$ cat config.mk
export PLATFORM = sky130hd
export DESIGN_NAME = sram_arbiter_flat
export DESIGN_NICKNAME = d
export VERILOG_FILES = /design/src/rtl/sram_arbiter_if.sv /design/src/rtl/sram_arbiter.sv /design/src/flat_wrapper.sv
export SDC_FILE = /design/constraint.sdc
export NUM_CORES = 1
export LEC_CHECK = 0
export CAP_MARGIN = 25
export CORE_AREA = 2 2 212 214
export CTS_CLUSTER_SIZE = 28
export DETAILED_ROUTE_END_ITERATION = 8
export DIE_AREA = 0 0 214 216
export GPL_TIMING_DRIVEN = 0
export PLACE_DENSITY = 0.44
export SLEW_MARGIN = 10
export SYNTH_ARGS = -nofsm -noshare
export SYNTH_HDL_FRONTEND = slang
export SYNTH_SLANG_ARGS = --single-unit
$ cat constraint.sdc
create_clock -name clk -period 4.1 [get_ports clk]
set_input_delay 0.41 -clock clk [delete_from_list [all_inputs] [get_ports clk]]
set_output_delay 0.41 -clock clk [all_outputs]
set_load 0.01 [all_outputs]
$ cat src/rtl/sram_arbiter_if.sv
// sram_arbiter_if: requester-side handshake bundle for sram_arbiter.
//
// Carries both requester channels:
//   IF  : read-only request (valid/ready/addr), response (valid/ready/data)
//   MEM : read/write request (valid/ready/addr/we/wdata), response
//         (valid/ready/data; data is 0 for write acks)
// Modports:
//   slave  - the arbiter side (accepts requests, produces responses)
//   master - the requester side (issues requests, consumes responses)
interface sram_arbiter_if #(
    parameter int ADDR_W = 64,
    parameter int DATA_W = 64,
    parameter int MASK_W = DATA_W / 8
);
    logic              if_req_valid;
    logic              if_req_ready;
    logic [ADDR_W-1:0] if_req_addr;
    logic              if_resp_valid;
    logic              if_resp_ready;
    logic [DATA_W-1:0] if_resp_data;

    logic              mem_req_valid;
    logic              mem_req_ready;
    logic [ADDR_W-1:0] mem_req_addr;
    logic [MASK_W-1:0] mem_req_we;
    logic [DATA_W-1:0] mem_req_wdata;
    logic              mem_resp_valid;
    logic              mem_resp_ready;
    logic [DATA_W-1:0] mem_resp_data;

    modport slave (
        input  if_req_valid, if_req_addr, if_resp_ready,
        input  mem_req_valid, mem_req_addr, mem_req_we, mem_req_wdata, mem_resp_ready,
        output if_req_ready, if_resp_valid, if_resp_data,
        output mem_req_ready, mem_resp_valid, mem_resp_data
    );

    modport master (
        output if_req_valid, if_req_addr, if_resp_ready,
        output mem_req_valid, mem_req_addr, mem_req_we, mem_req_wdata, mem_resp_ready,
        input  if_req_ready, if_resp_valid, if_resp_data,
        input  mem_req_ready, mem_resp_valid, mem_resp_data
    );
endinterface

$ cat src/rtl/sram_arbiter.sv
// sram_arbiter: shares one single-port SRAM (1-cycle registered read) between
// instruction fetch (read-only) and load/store (read/write). One transaction
// is in flight at a time: IDLE (grant + SRAM access) -> CAPT (capture read
// data) -> RESP (hold response until the owner accepts it).
//
// Ports:
//   clk, rst_n   clock, asynchronous active-low reset
//   bus          sram_arbiter_if.slave - IF and MEM request/response handshakes
//   sram_en/we/addr/wdata  command to the SRAM
//   sram_rdata   SRAM read data, valid the cycle after the address
//
// Configuration macro: SRAM_ARB_RR_EN
//   defined   - round-robin between IF and MEM when both request together
//   undefined - fixed priority, MEM over IF
module sram_arbiter #(
    parameter int ADDR_W = 64,
    parameter int DATA_W = 64,
    parameter int MASK_W = DATA_W / 8
) (
    input  logic              clk,
    input  logic              rst_n,
    sram_arbiter_if.slave     bus,
    output logic              sram_en,
    output logic [MASK_W-1:0] sram_we,
    output logic [ADDR_W-1:0] sram_addr,
    output logic [DATA_W-1:0] sram_wdata,
    input  logic [DATA_W-1:0] sram_rdata
);

    typedef enum logic [1:0] {IDLE, CAPT, RESP} state_t;

    state_t            state_q, state_d;
    logic              owner_q, owner_d;        // 1 = MEM owns the transaction
    logic              is_write_q, is_write_d;
    logic [ADDR_W-1:0] addr_q, addr_d;
    logic [DATA_W-1:0] resp_data_q, resp_data_d;

    logic              grant_if, grant_mem;
    logic              en_c;
    logic [MASK_W-1:0] we_c;
    logic [ADDR_W-1:0] addr_c;
    logic              owner_resp_ready;

`ifdef SRAM_ARB_RR_EN
    // rr_q names the preferred requester on contention: 0 = IF, 1 = MEM.
    logic rr_q, rr_d;
    logic contended;

    always_comb begin
        contended = (state_q == IDLE) && bus.if_req_valid && bus.mem_req_valid;
        grant_mem = (state_q == IDLE) && bus.mem_req_valid && (!bus.if_req_valid || rr_q);
        grant_if  = (state_q == IDLE) && bus.if_req_valid && (!bus.mem_req_valid || !rr_q);
        rr_d      = contended ? ~rr_q : rr_q;
    end

    always_ff @(posedge clk or negedge rst_n) begin
        if (!rst_n) rr_q <= 1'b0;
        else        rr_q <= rr_d;
    end
`else
    always_comb begin
        grant_mem = (state_q == IDLE) && bus.mem_req_valid;
        grant_if  = (state_q == IDLE) && bus.if_req_valid && !bus.mem_req_valid;
    end
`endif

    assign owner_resp_ready = owner_q ? bus.mem_resp_ready : bus.if_resp_ready;

    always_comb begin
        state_d     = state_q;
        owner_d     = owner_q;
        is_write_d  = is_write_q;
        addr_d      = addr_q;
        resp_data_d = resp_data_q;
        en_c        = 1'b0;
        we_c        = '0;
        addr_c      = addr_q;

        case (state_q)
            IDLE: begin
                if (grant_mem || grant_if) begin
                    en_c       = 1'b1;
                    addr_c     = grant_mem ? bus.mem_req_addr : bus.if_req_addr;
                    we_c       = grant_mem ? bus.mem_req_we : '0;
                    owner_d    = grant_mem;
                    is_write_d = grant_mem && (|bus.mem_req_we);
                    addr_d     = addr_c;
                    state_d    = CAPT;
                end
            end
            CAPT: begin
                // SRAM read data is valid now, one cycle after the address.
                resp_data_d = is_write_q ? '0 : sram_rdata;
                state_d     = RESP;
            end
            RESP: begin
                if (owner_resp_ready) state_d = IDLE;
            end
            default: state_d = IDLE;
        endcase
    end

    always_ff @(posedge clk or negedge rst_n) begin
        if (!rst_n) begin
            state_q     <= IDLE;
            owner_q     <= 1'b0;
            is_write_q  <= 1'b0;
            addr_q      <= '0;
            resp_data_q <= '0;
        end else begin
            state_q     <= state_d;
            owner_q     <= owner_d;
            is_write_q  <= is_write_d;
            addr_q      <= addr_d;
            resp_data_q <= resp_data_d;
        end
    end

    // Grants are combinational from the request valids, so they are masked
    // while reset is asserted to keep readies and SRAM strobes quiet.
    assign bus.if_req_ready   = grant_if  && rst_n;
    assign bus.mem_req_ready  = grant_mem && rst_n;
    assign sram_en            = en_c && rst_n;
    assign sram_we            = rst_n ? we_c : '0;
    assign sram_addr          = rst_n ? addr_c : '0;
    assign sram_wdata         = bus.mem_req_wdata;

    assign bus.if_resp_valid  = (state_q == RESP) && !owner_q;
    assign bus.mem_resp_valid = (state_q == RESP) && owner_q;
    assign bus.if_resp_data   = resp_data_q;
    assign bus.mem_resp_data  = resp_data_q;

endmodule
$ cat src/flat_wrapper.sv
// flat-port wrapper written by rule: the top's interface ports become plain ports
module sram_arbiter_flat 
#(
    parameter int ADDR_W = 64,
    parameter int DATA_W = 64,
    parameter int MASK_W = DATA_W / 8
)
  (clk, rst_n, sram_en, sram_we, sram_addr, sram_wdata, sram_rdata, bus_if_req_valid, bus_if_req_addr, bus_if_resp_ready, bus_mem_req_valid, bus_mem_req_addr, bus_mem_req_we, bus_mem_req_wdata, bus_mem_resp_ready, bus_if_req_ready, bus_if_resp_valid, bus_if_resp_data, bus_mem_req_ready, bus_mem_resp_valid, bus_mem_resp_data);
  sram_arbiter_if #(.ADDR_W(ADDR_W), .DATA_W(DATA_W), .MASK_W(MASK_W)) bus_i ();
  input  logic clk;
  input  logic rst_n;
  output logic sram_en;
  output logic [MASK_W-1:0] sram_we;
  output logic [ADDR_W-1:0] sram_addr;
  output logic [DATA_W-1:0] sram_wdata;
  input  logic [DATA_W-1:0] sram_rdata;
  input wire logic [$bits(bus_i.if_req_valid)-1:0] bus_if_req_valid;
  input wire logic [$bits(bus_i.if_req_addr)-1:0] bus_if_req_addr;
  input wire logic [$bits(bus_i.if_resp_ready)-1:0] bus_if_resp_ready;
  input wire logic [$bits(bus_i.mem_req_valid)-1:0] bus_mem_req_valid;
  input wire logic [$bits(bus_i.mem_req_addr)-1:0] bus_mem_req_addr;
  input wire logic [$bits(bus_i.mem_req_we)-1:0] bus_mem_req_we;
  input wire logic [$bits(bus_i.mem_req_wdata)-1:0] bus_mem_req_wdata;
  input wire logic [$bits(bus_i.mem_resp_ready)-1:0] bus_mem_resp_ready;
  output wire logic [$bits(bus_i.if_req_ready)-1:0] bus_if_req_ready;
  output wire logic [$bits(bus_i.if_resp_valid)-1:0] bus_if_resp_valid;
  output wire logic [$bits(bus_i.if_resp_data)-1:0] bus_if_resp_data;
  output wire logic [$bits(bus_i.mem_req_ready)-1:0] bus_mem_req_ready;
  output wire logic [$bits(bus_i.mem_resp_valid)-1:0] bus_mem_resp_valid;
  output wire logic [$bits(bus_i.mem_resp_data)-1:0] bus_mem_resp_data;
  assign bus_i.if_req_valid = bus_if_req_valid;
  assign bus_i.if_req_addr = bus_if_req_addr;
  assign bus_i.if_resp_ready = bus_if_resp_ready;
  assign bus_i.mem_req_valid = bus_mem_req_valid;
  assign bus_i.mem_req_addr = bus_mem_req_addr;
  assign bus_i.mem_req_we = bus_mem_req_we;
  assign bus_i.mem_req_wdata = bus_mem_req_wdata;
  assign bus_i.mem_resp_ready = bus_mem_resp_ready;
  assign bus_if_req_ready = bus_i.if_req_ready;
  assign bus_if_resp_valid = bus_i.if_resp_valid;
  assign bus_if_resp_data = bus_i.if_resp_data;
  assign bus_mem_req_ready = bus_i.mem_req_ready;
  assign bus_mem_resp_valid = bus_i.mem_resp_valid;
  assign bus_mem_resp_data = bus_i.mem_resp_data;
  sram_arbiter #(.ADDR_W(ADDR_W), .DATA_W(DATA_W), .MASK_W(MASK_W)) u_core (.clk(clk), .rst_n(rst_n), .bus(bus_i), .sram_en(sram_en), .sram_we(sram_we), .sram_addr(sram_addr), .sram_wdata(sram_wdata), .sram_rdata(sram_rdata));
endmodule
### After elaboration in Yosys (flattened, before gate mapping)

Index checks and enable logic that the tools add are counted.

* flip-flop bits (word level): 132
* bits of input ports: 270

* eq/ne operators: 4
* reductions and logical operators: 16
* multiplexer cells: 15

Operator list (count)
* two-way mux 64 bit: 5
* two-way mux 8 bit: 4
* logical AND 1 bit: 9
* OR reduction 8 bit: 1
* case mux 2 bit (3 select lines): 1
* two-way mux 2 bit: 2
* AND reduction 2 bit: 2
* two-way mux 1 bit: 3
* == test 2 x 1 -> 1 bit (second input constant): 1
* == test 2 bit (second input constant): 1
* zero test 1 bit: 2
* zero test 2 bit: 1
* inequality test 2 x 1 -> 1 bit (second input constant): 1
* inequality test 2 bit (second input constant): 1
* logical OR 1 bit: 1

### Depth between registers and ports, before layout

Gate-level depths: netlist (run 1).

* depth in word-level cells: 7
* depth in mapped cells: 7
* gate-level depth less buffers: 3

### Worst setup path after synthesis (run 1)

OpenSTA, ideal clock, no wires.

* path type: input-to-output
* start point: input port bus_mem_req_valid
* end point: output port sram_addr[47]
* arrival time: 1.550 ns
* setup slack: 2.140 ns
* stages: 6
* path buffers: 3
* path through: buf_6 buf_8 buf_12 mux2_4 or3_1 o211a_1

* cells in the longest elaborated chain, start to end: 6

Ends and longest elaborated chain
* start, declared: line flat_wrapper.sv:20 `input wire logic [$bits(bus_i.mem_req_valid)-1:0] bus_mem_req_valid;`
* zero test 1 bit: line sram_arbiter.sv:63 `grant_if = (state_q == IDLE) && bus.if_req_valid && !bus.mem_req_valid;`
* logical AND 1 bit: line sram_arbiter.sv:63
* logical OR 1 bit: line sram_arbiter.sv:81 `if (grant_mem || grant_if) begin`
* two-way mux 64 bit *: line sram_arbiter.sv:81
* two-way mux 64 bit *: line sram_arbiter.sv:79 `case (state_q)`
* two-way mux 64 bit *: line sram_arbiter.sv:125 `assign sram_addr = rst_n ? addr_c : '0;`
* end, declared: line flat_wrapper.sv:14 `output logic [ADDR_W-1:0] sram_addr;`

Every way passes the cells marked *; elsewhere a longest branch is shown, timed or not.

### Worst setup path in the final report (run 1)

* start point: input port rst_n
* end point: output port sram_addr[43]

* cells in the longest elaborated chain, start to end: 1

Ends and longest elaborated chain
* start, declared: line flat_wrapper.sv:11 `input logic rst_n;`
* two-way mux 64 bit: line sram_arbiter.sv:125

No other way between the ends.

==> results of run 1 <==
kinds of logic after synthesis:
kind of cell    Yosys count  synth area share
compound gates          196             0.180
buf+inv                 194             0.166
flops                   132             0.408
mux                      64            0.0961
simple gates            219             0.149
sequential cells by signal (all words and copies together), names as in the netlist:
register	count
u_core.state_q	2
u_core.is_write_q	1
u_core.owner_q	1
u_core.addr_q	64
u_core.bus.if_resp_data	64
worst reg2reg max path, cell delays in order (launching register included):
cell	delay (ns)
dfrtp_1	0.45
nand2b_1	0.27
buf_2	0.28
clkbuf_1	0.38
buf_2	0.31
o21ai_0	0.11
where the power goes:
group | internal, W | leakage (nW) | switching, W | total [W]
Sequential | 0.00188 | 1.58 | 0.000430 | 0.00231
Combinational | 0.00265 | 4.27 | 0.00203 | 0.00469
Clock | 0.00101 | 0.299 | 0.000646 | 0.00166
Yosys cell counts, drive strengths merged, types with 2 or more instances:
cell and n:
and2 9, nor2 7, nand2b 66, nand2 65, dfrtp 132, or3 63
buf 161, clkbuf 32, or4 2, or2 2, o211a 63, o21ai 67
nor3b 2, mux2 64, o21a 63
final cells by class:
class	instances	area share
clock buffers	17	0.0299
plain buffers	193	0.0945
well taps	592	0.0521
multi-input cells	479	0.242
flip-flops and latches	132	0.232
inverters	1	0.000264
repair buffers	475	0.336
clock inverters	14	0.0131
routing by layer:
metal / vias to the layer above / part of all wire / GRT usage / wire, um
met4: 0 / 0.0080 / 0.0329 / 273
met3: 10 / 0.072 / 0.0436 / 2450
li1: 3645 / - / - / -
met5: - / 0 / 0 / 0
met2: 296 / 0.49 / 0.248 / 16700
met1: 3602 / 0.43 / 0.177 / 14500
through the flow:
stage | setup TNS, ns | std cells
floorplan | 0 | 805
global placement | -817.33 | 1870
detailed placement | 0 | 1871
CTS | 0 | 1903
global route | 0 | 1903
finish | 0 | 1903
cell usage in the layout (no fill, tap or decap), drive strengths merged, types with 2 or more instances in the layout:
cell type	instances
nand2	65
and2	9
o211a	63
buf	163
clkinv	7
o21a	63
clkinvlp	2
nor2	7
or4	2
o21ai	67
nor3b	2
bufinv	4
clkbuf	49
mux2	64
or3	63
inv	2
dfrtp	132
or2	2
nand2b	66
clkdlybuf4s50	472
worst paths after layout:
check / startpoint / end / cells past startpoint
hold reg to reg: u_core.addr_q[21] / u_core.addr_q[21] / 1
hold / removal: u_core.addr_q[21] / u_core.addr_q[21] / 1
setup / recovery: rst_n / sram_addr[43] / 6
setup reg to reg: u_core.state_q[1] / u_core.state_q[1] / 5
min in group asynchronous: rst_n / u_core.bus.if_resp_data[28] / 2
max in group asynchronous: rst_n / u_core.addr_q[54] / 3
timing repair:
action / in CTS / in global routing
hold endpoints to repair: 58 / 0
hold buffers: 1 / 0
endpoints found under the setup margin: 0 / 3
resized for setup: 0 / 2
==> results.toml, run 1 <==
[run_status]
outcome = "finished, final reports clean"

[detailed_routing]
num_vias = 7553
avgRoutedWirePerCell_um = 17.8
postRouteAntennaNets = 0
routed_wl_um = 33900
vias_per_cell = 3.97
dr.first_iter.drc_count = 255
drc = 0
drtPass1Iterations = 4

[setup_path]
critical_path_class = "input pin to output pin"
cp-end-kind = "output pin"
cp-start-kind = "input pin"
crit_top_cell = "clkbuf_1"
max_stage_delay_ns = 0.57
r2r_slack_ns = 2.18
cp.buffers_inverters = 5
worstPathArrival_ns = 3.31
crit_fanout = 61
path_cells = "dlygate4sd3_1 > buf_8 > clkbuf_1 > clkbuf_1 > o211a_1 > clkdlybuf4s50_1"
worstPathRequired_ns = 3.69
cp_slowest_cell = "dlygate4sd3_1"
cp_top_family = "buffers and inverters"

[placement]
place_congestion = 0.759
dpl-instance-area_mm2 = 0.0136
place_hpwl_um = 26800
pre_cts_slack_ns = 0.706
port_buffers = 473

[layout]
drive_above_1_share = 0.198
regArea_mm2 = 0.00330
nNetsFinal = 1569
synthToLayoutAreaGrowth_pct = 75.8
n_antenna_cell = 0
fillCellCount = 4627
final_util = 0.324
fin_area_mm2 = 0.0142
multiInputGateArea_mm2 = 0.00344

[timing]
hold_viol = 0
grt_setup_unrepaired = "false"
period_share = 0.908
setup_slack_ns = 0.377
slew_viol_final = 0
setup_viol = 0
fmaxAchievable_ghz = 0.269
fin_skew_ns = 0.0120
fin_crit_ns = 3.72
worst_pin_slew_ns = 0.620
relSlewSlack = 0.587
hold_slack_ns = 0.491

[power_and_ir_drop]
power.total_w = 0.00866
p_per_area_mw_per_mm2 = 609
p_leak_nw = 6.15
ir_drop_v = 0.000208

[synthesis]
yosys.area.top_type_share = 0.408
synth_fp_nets = 1075
yosysWarnings = 0
avgSynthCellArea_um2 = 10.0
synth.top_cells.by_area = "dfrtp_1 (41%), buf_4 (13%), o211a_1 (7.8%)"
synth-seq-cells = 132
synthArstFlopShare = 1.00
synth_seq_area_share = 0.408
synth_enable_flop_cells = 0
synth_cell_types = 29
yosys.area.top_type = "dfrtp_1"
synth_ff_type = "dfrtp_1"
netlist_instances = 805
netlist_area_mm2 = 0.00809

[floorplan]
die_x_um = 214
core_area_mm2 = 0.0438
ios = 539
fp-row-count = 77
start_util = 0.184
die_h_um = 216
die_area_mm2 = 0.0462

[flow_run]
cap_violations = 0

[global_routing]
grt_max_degree = 77
track_usage = 0.144
grt_pass1_wl_um = 50600
grt_pass1_vias = 7936
grt_antenna_before_repair = 0
overflow = 0

[clocking]
tritoncts = "built"
cts_root_buf = "clkbuf_16"
cts.clk_slew.worst_paths_ns = 0.06
clock_path_buffers = 2
numCtsBuffers = 17
cts_setup_buffers = 0
clkLatencyLatePin_ns = 0.44
cts_htree_levels = 4
cts.sinks = 132

[worst_hold_path]
hold_path_class = "flip-flop to flip-flop"
Note: power is estimated with default switching activity, not from simulation.
==> run 2, diff against run 1 <==
Settings changed: SLEW_MARGIN 10 to unset.
==> results of run 2 <==
Same layout as run 1: the final DEF is identical, and so are final timing and power.
